`config.mk`:
```
export PLATFORM = sky130hd
export DESIGN_NAME = morse_keyer
export DESIGN_NICKNAME = d
export VERILOG_FILES = /design/src/rtl/morse_keyer.sv
export SDC_FILE = /design/constraint.sdc
export NUM_CORES = 1
export LEC_CHECK = 0
export ABC_CLOCK_PERIOD_IN_PS = 4900
export CAP_MARGIN = 20
export CORE_ASPECT_RATIO = 1.75
export CORE_MARGIN = 1
export CORE_UTILIZATION = 45
export DETAILED_ROUTE_END_ITERATION = 10
export GPL_TIMING_DRIVEN = 0
export PLACE_DENSITY = 0.72
export SYNTH_ARGS = -nofsm -noshare
export SYNTH_HDL_FRONTEND = slang
export SYNTH_SLANG_ARGS = --single-unit
```
`constraint.sdc`:
```
create_clock -name clk_24 -period 4.9 [get_ports clk_24]
set_input_delay 0.98 -clock clk_24 [delete_from_list [all_inputs] [get_ports clk_24]]
set_output_delay 0.98 -clock clk_24 [all_outputs]
set_load 0.005 [all_outputs]
```
`src/rtl/morse_keyer.sv`:
```
// ASCII-to-Morse keyer: accepts one character per valid/ready handshake and
// drives an on/off key timed from a single unit length.
module morse_keyer #(
   parameter int unsigned UNIT_CYCLES = 2_400_000
) (
   input  logic       clk_24,
   input  logic       rst_n,
   input  logic [7:0] char_data,
   input  logic       char_valid,
   output logic       char_ready,
   output logic       key,
   output logic       busy
);

   localparam int unsigned CW = (UNIT_CYCLES > 1) ? $clog2(UNIT_CYCLES) : 1;
   localparam int unsigned EW = 5;
   localparam int unsigned LW = 3;
   localparam int unsigned UW = 3;

   typedef enum logic [2:0] {
      IDLE,
      MARK,
      ESPACE,
      LGAP,
      WGAP
   } state_t;

   state_t          state, state_d;
   logic            key_d, busy_d;
   logic [EW-1:0]   elems, elems_d;
   logic [LW-1:0]   remain, remain_d;
   logic [CW-1:0]   cyc, cyc_d;
   logic [UW-1:0]   units, units_d;

   logic [LW+EW-1:0] code;
   logic [LW-1:0]    code_len;
   logic [EW-1:0]    code_pat;
   logic             is_space;
   logic             tick;
   logic [UW-1:0]    last_unit;
   logic             done;

   // Code table: {length, elements left-aligned, first element in the MSB, 1 = dash}
   function automatic logic [LW+EW-1:0] lookup(input logic [7:0] c);
      logic [7:0] u;
      u = (c >= 8'h61 && c <= 8'h7a) ? c - 8'h20 : c;
      case (u)
         "A": lookup = {3'd2, 5'b01000};
         "B": lookup = {3'd4, 5'b10000};
         "C": lookup = {3'd4, 5'b10100};
         "D": lookup = {3'd3, 5'b10000};
         "E": lookup = {3'd1, 5'b00000};
         "F": lookup = {3'd4, 5'b00100};
         "G": lookup = {3'd3, 5'b11000};
         "H": lookup = {3'd4, 5'b00000};
         "I": lookup = {3'd2, 5'b00000};
         "J": lookup = {3'd4, 5'b01110};
         "K": lookup = {3'd3, 5'b10100};
         "L": lookup = {3'd4, 5'b01000};
         "M": lookup = {3'd2, 5'b11000};
         "N": lookup = {3'd2, 5'b10000};
         "O": lookup = {3'd3, 5'b11100};
         "P": lookup = {3'd4, 5'b01100};
         "Q": lookup = {3'd4, 5'b11010};
         "R": lookup = {3'd3, 5'b01000};
         "S": lookup = {3'd3, 5'b00000};
         "T": lookup = {3'd1, 5'b10000};
         "U": lookup = {3'd3, 5'b00100};
         "V": lookup = {3'd4, 5'b00010};
         "W": lookup = {3'd3, 5'b01100};
         "X": lookup = {3'd4, 5'b10010};
         "Y": lookup = {3'd4, 5'b10110};
         "Z": lookup = {3'd4, 5'b11000};
         "0": lookup = {3'd5, 5'b11111};
         "1": lookup = {3'd5, 5'b01111};
         "2": lookup = {3'd5, 5'b00111};
         "3": lookup = {3'd5, 5'b00011};
         "4": lookup = {3'd5, 5'b00001};
         "5": lookup = {3'd5, 5'b00000};
         "6": lookup = {3'd5, 5'b10000};
         "7": lookup = {3'd5, 5'b11000};
         "8": lookup = {3'd5, 5'b11100};
         "9": lookup = {3'd5, 5'b11110};
         default: lookup = '0;
      endcase
   endfunction

   assign code     = lookup(char_data);
   assign code_len = code[LW+EW-1:EW];
   assign code_pat = code[EW-1:0];
   assign is_space = (char_data == 8'h20);

   assign char_ready = (state == IDLE);
   assign tick       = (cyc == CW'(UNIT_CYCLES - 1));
   assign done       = tick && (units == last_unit);

   // Number of units in the current state, minus one
   always_comb begin
      last_unit = '0;
      case (state)
         MARK:    last_unit = elems[EW-1] ? UW'(2) : UW'(0);
         ESPACE:  last_unit = UW'(0);
         LGAP:    last_unit = UW'(2);
         WGAP:    last_unit = UW'(3);
         default: last_unit = UW'(0);
      endcase
   end

   always_ff @(posedge clk_24 or negedge rst_n) begin
      if (!rst_n) begin
         state  <= IDLE;
         key    <= 1'b0;
         busy   <= 1'b0;
         elems  <= '0;
         remain <= '0;
         cyc    <= '0;
         units  <= '0;
      end else begin
         state  <= state_d;
         key    <= key_d;
         busy   <= busy_d;
         elems  <= elems_d;
         remain <= remain_d;
         cyc    <= cyc_d;
         units  <= units_d;
      end
   end

   always_comb begin
      state_d  = state;
      key_d    = key;
      busy_d   = busy;
      elems_d  = elems;
      remain_d = remain;
      cyc_d    = tick ? '0 : cyc + CW'(1);
      units_d  = tick ? units + UW'(1) : units;

      case (state)
         IDLE: begin
            cyc_d   = '0;
            units_d = '0;
            if (char_valid) begin
               if (is_space) begin
                  state_d = WGAP;
                  busy_d  = 1'b1;
               end else if (code_len != '0) begin
                  state_d  = MARK;
                  key_d    = 1'b1;
                  busy_d   = 1'b1;
                  elems_d  = code_pat;
                  remain_d = code_len - LW'(1);
               end
            end
         end
         MARK: begin
            if (done) begin
               cyc_d   = '0;
               units_d = '0;
               key_d   = 1'b0;
               elems_d = elems << 1;
               if (remain != '0) begin
                  remain_d = remain - LW'(1);
                  state_d  = ESPACE;
               end else begin
                  state_d = LGAP;
               end
            end
         end
         ESPACE: begin
            if (done) begin
               cyc_d   = '0;
               units_d = '0;
               key_d   = 1'b1;
               state_d = MARK;
            end
         end
         LGAP, WGAP: begin
            if (done) begin
               cyc_d   = '0;
               units_d = '0;
               busy_d  = 1'b0;
               state_d = IDLE;
            end
         end
         default: begin
            state_d = IDLE;
            key_d   = 1'b0;
            busy_d  = 1'b0;
         end
      endcase
   end

endmodule

```
==> results of run 1 <==
[layer usage]
layer	wire length [um]	vias up
met4	119	0
li1	-	1165
met5	0	-
met2	3410	35
met3	135	8
met1	2370	1108
[placed cells by master (no fill, tap or decap), types with 4 or more instances in the layout]
| cell type | instances |
|---|---|
| clkbuf_1 | 5 |
| nand4_1 | 5 |
| xor2_1 | 9 |
| buf_2 | 5 |
| nand2_1 | 17 |
| nor3b_1 | 4 |
| mux2i_1 | 4 |
| o21ai_0 | 18 |
| o22ai_1 | 4 |
| nor2b_1 | 4 |
| a22o_1 | 4 |
| and3_1 | 5 |
| nor2_1 | 42 |
| a21o_1 | 4 |
| xnor2_1 | 9 |
| dfrtp_1 | 38 |
| clkbuf_8 | 6 |
| or3_1 | 4 |
| ha_1 | 12 |
| mux2_1 | 7 |
| clkdlybuf4s50_1 | 12 |
| inv_1 | 13 |
| nand2b_1 | 5 |
| nand3_1 | 12 |
| a21oi_1 | 21 |
| nor3_1 | 5 |
[per-stage QoR]
stage / hold WS [ns] / worst slack, ns / cell area, um^2 / utilization, % / power [W]
after floorplan: 0.453 / 1.86 / 2770 / - / 0.000604
after global placement: 0.470 / 0.764 / 3000 / 50.5 / 0.000694
after detailed placement: 0.483 / 0.678 / 2990 / 50.5 / 0.000698
after CTS: 0.495 / 0.978 / 3100 / 52.4 / 0.000972
after global routing: 0.526 / 0.709 / 3100 / 52.4 / 0.00103
final: 0.486 / 0.990 / 3100 / 52.4 / 0.000966
[worst max-delay path: stages]
cell,delay [ns]
clkdlybuf4s50_1,0.55
inv_1,0.22
ha_1,0.31
nor2b_1,0.08
o211ai_1,0.32
a31o_1,0.37
nor2_1,0.18
a22oi_1,0.24
ha_1,0.27
nand3_1,0.09
o32ai_1,0.26
a32oi_1,0.10
o211a_1,0.13
[sequential cells by signal, summed over array words and instances (netlist names)]
register and cells:
key 1, cyc 22, units 3, elems 5
remain 3, busy 1, state 3
[path summary, 6_finish.rpt]
check | slack (ns) | to | cells past startpoint
min | 0.49 | cyc[0]$_DFF_PN0_ | 1
min reg2reg | 0.49 | cyc[0]$_DFF_PN0_ | 1
max in group asynchronous | 3.59 | elems[1]$_DFFE_PN0P_ | 1
min in group asynchronous | 0.78 | key$_DFFE_PN0P_ | 1
max reg2reg | 2.50 | remain[0]$_DFFE_PN0P_ | 8
max | 0.99 | remain[2]$_DFFE_PN0P_ | 13
[area by class of cell]
| type | count | share of cell area [%] |
|---|---|---|
| Tap cell | 78 | 3.15 |
| Clock inverter | 1 | 0.968 |
| Multi-Input combinational cell | 248 | 54.7 |
| Buffer | 12 | 2.02 |
| Clock buffer | 6 | 2.66 |
| Timing Repair Buffer | 13 | 4.03 |
| Sequential cell | 38 | 30.6 |
| Inverter | 15 | 1.81 |
[cell families (layout without fill, tap and decap cells)]
family / count (synthesis) / after routing / synth area share (%)
AOI/OAI and AO/OA: 77 / 77 / 19.5
muxes: 14 / 14 / 5.92
xor gates and xnor gates: 19 / 19 / 6.28
buffers and inverters: 27 / 47 / 4.29
and+or+nand+nor: 126 / 126 / 24.2
DFF: 38 / 38 / 34.4
adders and majority gates: 12 / 12 / 5.42
[synthesized netlist by cell type (all sizes together), types with 2 or more instances]
cell,number,area (um^2)
ha,12,150
a32oi,3,45.1
a22o,4,35.0
and4,2,17.5
clkbuf,6,23.8
nor3,6,41.3
or2,2,12.5
or3,4,25.0
a311oi,2,23.8
o22ai,4,25.0
nand4,5,31.3
mux2i,4,40.0
xnor2,9,78.8
dfrtp,38,951
nor2,44,170
nand2,20,82.6
o311ai,2,17.5
a21oi,22,121
o32ai,2,17.5
and2,3,21.3
nand3,14,80.1
and3,5,31.3
nor4b,3,26.3
o211ai,2,15.0
nor4,2,12.5
nor3b,5,42.5
a21o,4,30.0
o21ai,20,108
a221oi,2,17.5
inv,15,56.3
buf,6,38.8
mux2,9,101
nor2b,5,33.8
nand2b,5,31.3
xor2,10,95.1
[power groups by stage]
stage / sequential (W) / combinational (W) / clock, W
2_1_floorplan: 0.000380 / 0.000224 / 0
3_3_place_gp: 0.000389 / 0.000305 / 0
3_5_place_dp: 0.000390 / 0.000308 / 0
4_1_cts: 0.000384 / 0.000310 / 0.000279
5_1_grt: 0.000390 / 0.000351 / 0.000290
6_report: 0.000384 / 0.000307 / 0.000274
==> metrics, run 1 <==
status complete, no violations; Rows 37; Initial Util 46.7%; non-filler cells, final 411; Clock Sinks 38; # resized after CTS 0; Inserted Diodes 0; number of synthesized register bits 38; die footprint 0.00648 mm^2; power share of the combinational group 31.8%; post-synth cell types 66; global-route wire length before repair 10.7 mm; Tightest Pin Transition 0.836 ns; Final Max Tran Viols 0; H-tree level count 2; Post CTS Setup Buffer Count 0; setup_tns 0 ns; PwrDens 311 mW/mm^2; Ys Warns 0; f_max 256 MHz; Synth Flop Type dfrtp_1; Sw Share 34.7%; worst-case vdd ir drop 0.158 mV; M3 GR Usage 3.19%; Core ar. 0.00593 mm^2; ratio of cells with drive above 1 in the final layout 11.4%; IO buf count 13; mean post-synth cell area 8.84 um^2; Most Crowded Layer GR met2; Worst EP arrival 4.10 ns; Worst Setup Start Kind input port; height of the die 106 um; max cap viols 0; WS Path Type input port to register; hold_buf cts 0; GR Overflow Total 0; All-Layer GR Usage 21.6%; nets 356; Root Driver clkbuf_8; HP Start cyc[0]$_DFF_PN0_; CTS tree done; initial antenna violation count 0; RSZ-0062 raised after global routing false; wire per inst 14.7 um; fraction of registers with async set/reset 100%; routed vias 2,316; Lkg Pwr 1.33 nW; largest net degree at the start of global routing 39; worst-path fanout max 7; multi-input logic area 0.00170 mm^2; Placer Congestion 0.867; first-pass iteration count of the detailed router 4; Die W 61.3 um; P_int 0.000630 W; sequential fraction of the synthesis area 34.4%; register area 951 um^2; drt drc 0; Mapped Cells 313; Worst Skew 0.00621 ns; CP endpoint kind register; Num CTS Buffers 5; Worst Setup SP char_data[0]; clk_lat worst skew 0.29 ns; Post-Route WL 6.03 mm; placed cells 404; Worst EP required 5.09 ns; Worst R2R Start cyc[0]$_DFF_PN0_; Post-Syn Nets 336; fillers 594; P&R area growth vs syn 12.1%; grt met2 use 40.1%; dpl hpwl 4.69 mm; total net switching power 0.000336 W; vias in the first global route 2,368; Max-slew headroom 44.2%; Hold Path Class register to register; Clk pin slew, worst setup/hold paths 0.08 ns; ANT nets after route 0; Final Setup Violations 0; routed vias/inst 5.64; period utilisation layout 79.8%; post-layout min period 3.91 ns; Top Ports 14; number of synthesized flops with an enable pin 0; Clk pwr share 28.4%; initial DRC count 90; maximum clock path buffer count 2; Final Hold Violating Endpoints 0; Reg power frac 39.8%; area of the mapped netlist 0.00277 mm^2; met1 GRT Util 22.6%
(Power assumes the default switching activity.)
==> run 2: changes to the inputs <==
Settings changed: ABC_CLOCK_PERIOD_IN_PS 4900 to 3600.
Clock period 4.9 ns to 3.6 ns, I/O delays scaled along.
==> metrics, run 2 (same netlist as run 1, synthesis figures left out) <==
status complete, no violations; Fin Hold WS 0.486 ns (-0.00000400 ns); max cap viols 0 (unchanged); post-layout min period 3.18 ns; flop-to-flop setup slack 1.20 ns (-1.30 ns); Initial Util 46.7% (unchanged); first-pass iteration count of the detailed router 4 (unchanged); Rows 37 (unchanged); ratio of cells with drive above 1 in the final layout 12.3% (+0.86 points); Core ar. 0.00593 mm^2 (unchanged); CP max-delay cell nor2_1; maximum clock path buffer count 2 (unchanged); worst-path fanout max 7 (unchanged); Num CTS Buffers 5 (unchanged); WS Path Type input port to register; PwrDens 423 mW/mm^2 (+36%); Worst EP required 3.79 ns (-1.30 ns); Clk pin slew, worst setup/hold paths 0.08 ns (about the same); RSZ-0062 raised after global routing false; die footprint 0.00648 mm^2 (unchanged); f_max 315 MHz; initial DRC count 86 (-4.4%); Root Driver clkbuf_8; dpl ws -0.362 ns (-1.04 ns); All-Layer GR Usage 21.6% (unchanged); Final Hold Violating Endpoints 0 (unchanged); flip-flop count of the largest register after layout 22 (unchanged); Tightest Pin Transition 0.847 ns (+0.0106 ns); Top Ports 14 (unchanged); most frequent cells in the layout 42 x nor2_1, 38 x dfrtp_1, 21 x a21oi_1, 18 x o21ai_0, 17 x nand2_1; initial antenna violation count 0 (unchanged); Largest Register cyc; Placer Congestion 0.867 (unchanged); Clock Sinks 38 (unchanged); Inserted Diodes 0 (unchanged); Largest regs cyc: 22 flops, elems: 5 flops; height of the die 106 um (unchanged); nets 357 (+0.28%); largest net degree at the start of global routing 39 (unchanged); Final Max Tran Viols 0 (unchanged); drt drc 0 (unchanged); Worst Skew 0.00631 ns (+0.000100 ns); Crit path top cell by count ha_1; fillers 593 (-0.17%); wire per inst 14.8 um (+0.62%); vias in the first global route 2,368 (unchanged); GR Overflow Total 0 (unchanged); Lkg Pwr 1.35 nW (+1.7%); IO buf count 13 (unchanged); Worst Setup Start Kind input port; worst-case vdd ir drop 0.216 mV (+36%); global-route wire length before repair 10.7 mm (unchanged); H-tree level count 2 (unchanged); Hold Path Class register to register; routed vias 2,328 (+0.52%); CTS tree done; Worst EP arrival 3.37 ns (-0.73 ns); Post-Route WL 6.09 mm (+0.86%); most common cell after layout, fill and taps aside nor2_1; dpl hpwl 4.69 mm (unchanged); Die W 61.3 um (unchanged); routed vias/inst 5.65 (+0.27%); Final Setup Violations 0 (unchanged); ANT nets after route 0 (unchanged); Tot Pwr 0.00132 W (+36%); Max-slew headroom 43.5% (-0.71 points); Max stage delay on crit path 0.37 ns (-0.18 ns); CP endpoint kind register; period utilisation layout 88.3%; Final WS setup 0.423 ns (-0.567 ns); crit-path cells dlymetal6s2s_1 -> inv_2 -> ha_1 -> nor2b_1 -> o211ai_1 -> a31o_2 -> nor2_1 -> a22oi_1 -> ha_1 -> nor3b_1 -> a32oi_1 -> o211a_1; clk_lat worst skew 0.30 ns (about the same); P&R area growth vs syn 12.6%
[run 2: worst paths after layout]
check / cells past startpoint / startpoint / end
min in group asynchronous: 1 / rst_n / key$_DFFE_PN0P_
worst min register to register: 1 / cyc[0]$_DFF_PN0_ / cyc[0]$_DFF_PN0_
worst max-delay path: 12 / char_data[0] / remain[2]$_DFFE_PN0P_
worst min-delay path: 1 / cyc[0]$_DFF_PN0_ / cyc[0]$_DFF_PN0_
max in group asynchronous: 1 / rst_n / elems[1]$_DFFE_PN0P_
worst max register to register: 8 / cyc[0]$_DFF_PN0_ / remain[0]$_DFFE_PN0P_
[run 2: what timing repair did]
item                                    in CTS  in global routing
hold buffers                                 0                  0
pin swaps                                    0                  3
gates resized for setup                      1                  3
buffers inserted                             0                  1
endpoints found under the setup margin       1                  2
[run 2: per-stage QoR]
stage	utilization [%]	setup TNS (ns)	instances	area (um^2)
after global routing	52.6	0	412	3120
after detailed placement	50.5	-0.857	404	2990
after floorplan	-	0	313	2770
final	52.6	0	412	3120
after global placement	50.5	-0.828	404	3000
after CTS	52.4	0	411	3100
[run 2: cell type report]
class | instances | area [um^2] | share of cell area, %
multi-input combinational | 248 | 1700 | 54.5
tap | 78 | 97.6 | 3.13
timing repair buffer | 14 | 138 | 4.42
clock buffer | 6 | 82.6 | 2.65
buffer | 12 | 62.6 | 2.01
clock inverter | 1 | 30.0 | 0.964
inverter | 15 | 56.3 | 1.81
sequential | 38 | 951 | 30.5
[run 2: worst max-delay path, delay by kind of cell]
kind	cells	cell delay [ns]
AOI/OAI and AO/OA	5	0.96
buffers and inverters	2	0.39
and+or+nand+nor	3	0.73
adders and majority gates	2	0.57
[run 2: power by group]
part           internal, W  total, W  switching [W]
Clock             0.000222  0.000374       0.000152
Combinational     0.000164  0.000421       0.000257
Sequential        0.000473  0.000523      0.0000495
[run 2: layer usage]
metal / routed length [um] / global-route usage (%)
met4: 116 / 9.09
met2: 3430 / 40.1
met5: 0 / 0
met3: 141 / 3.19
met1: 2400 / 22.6
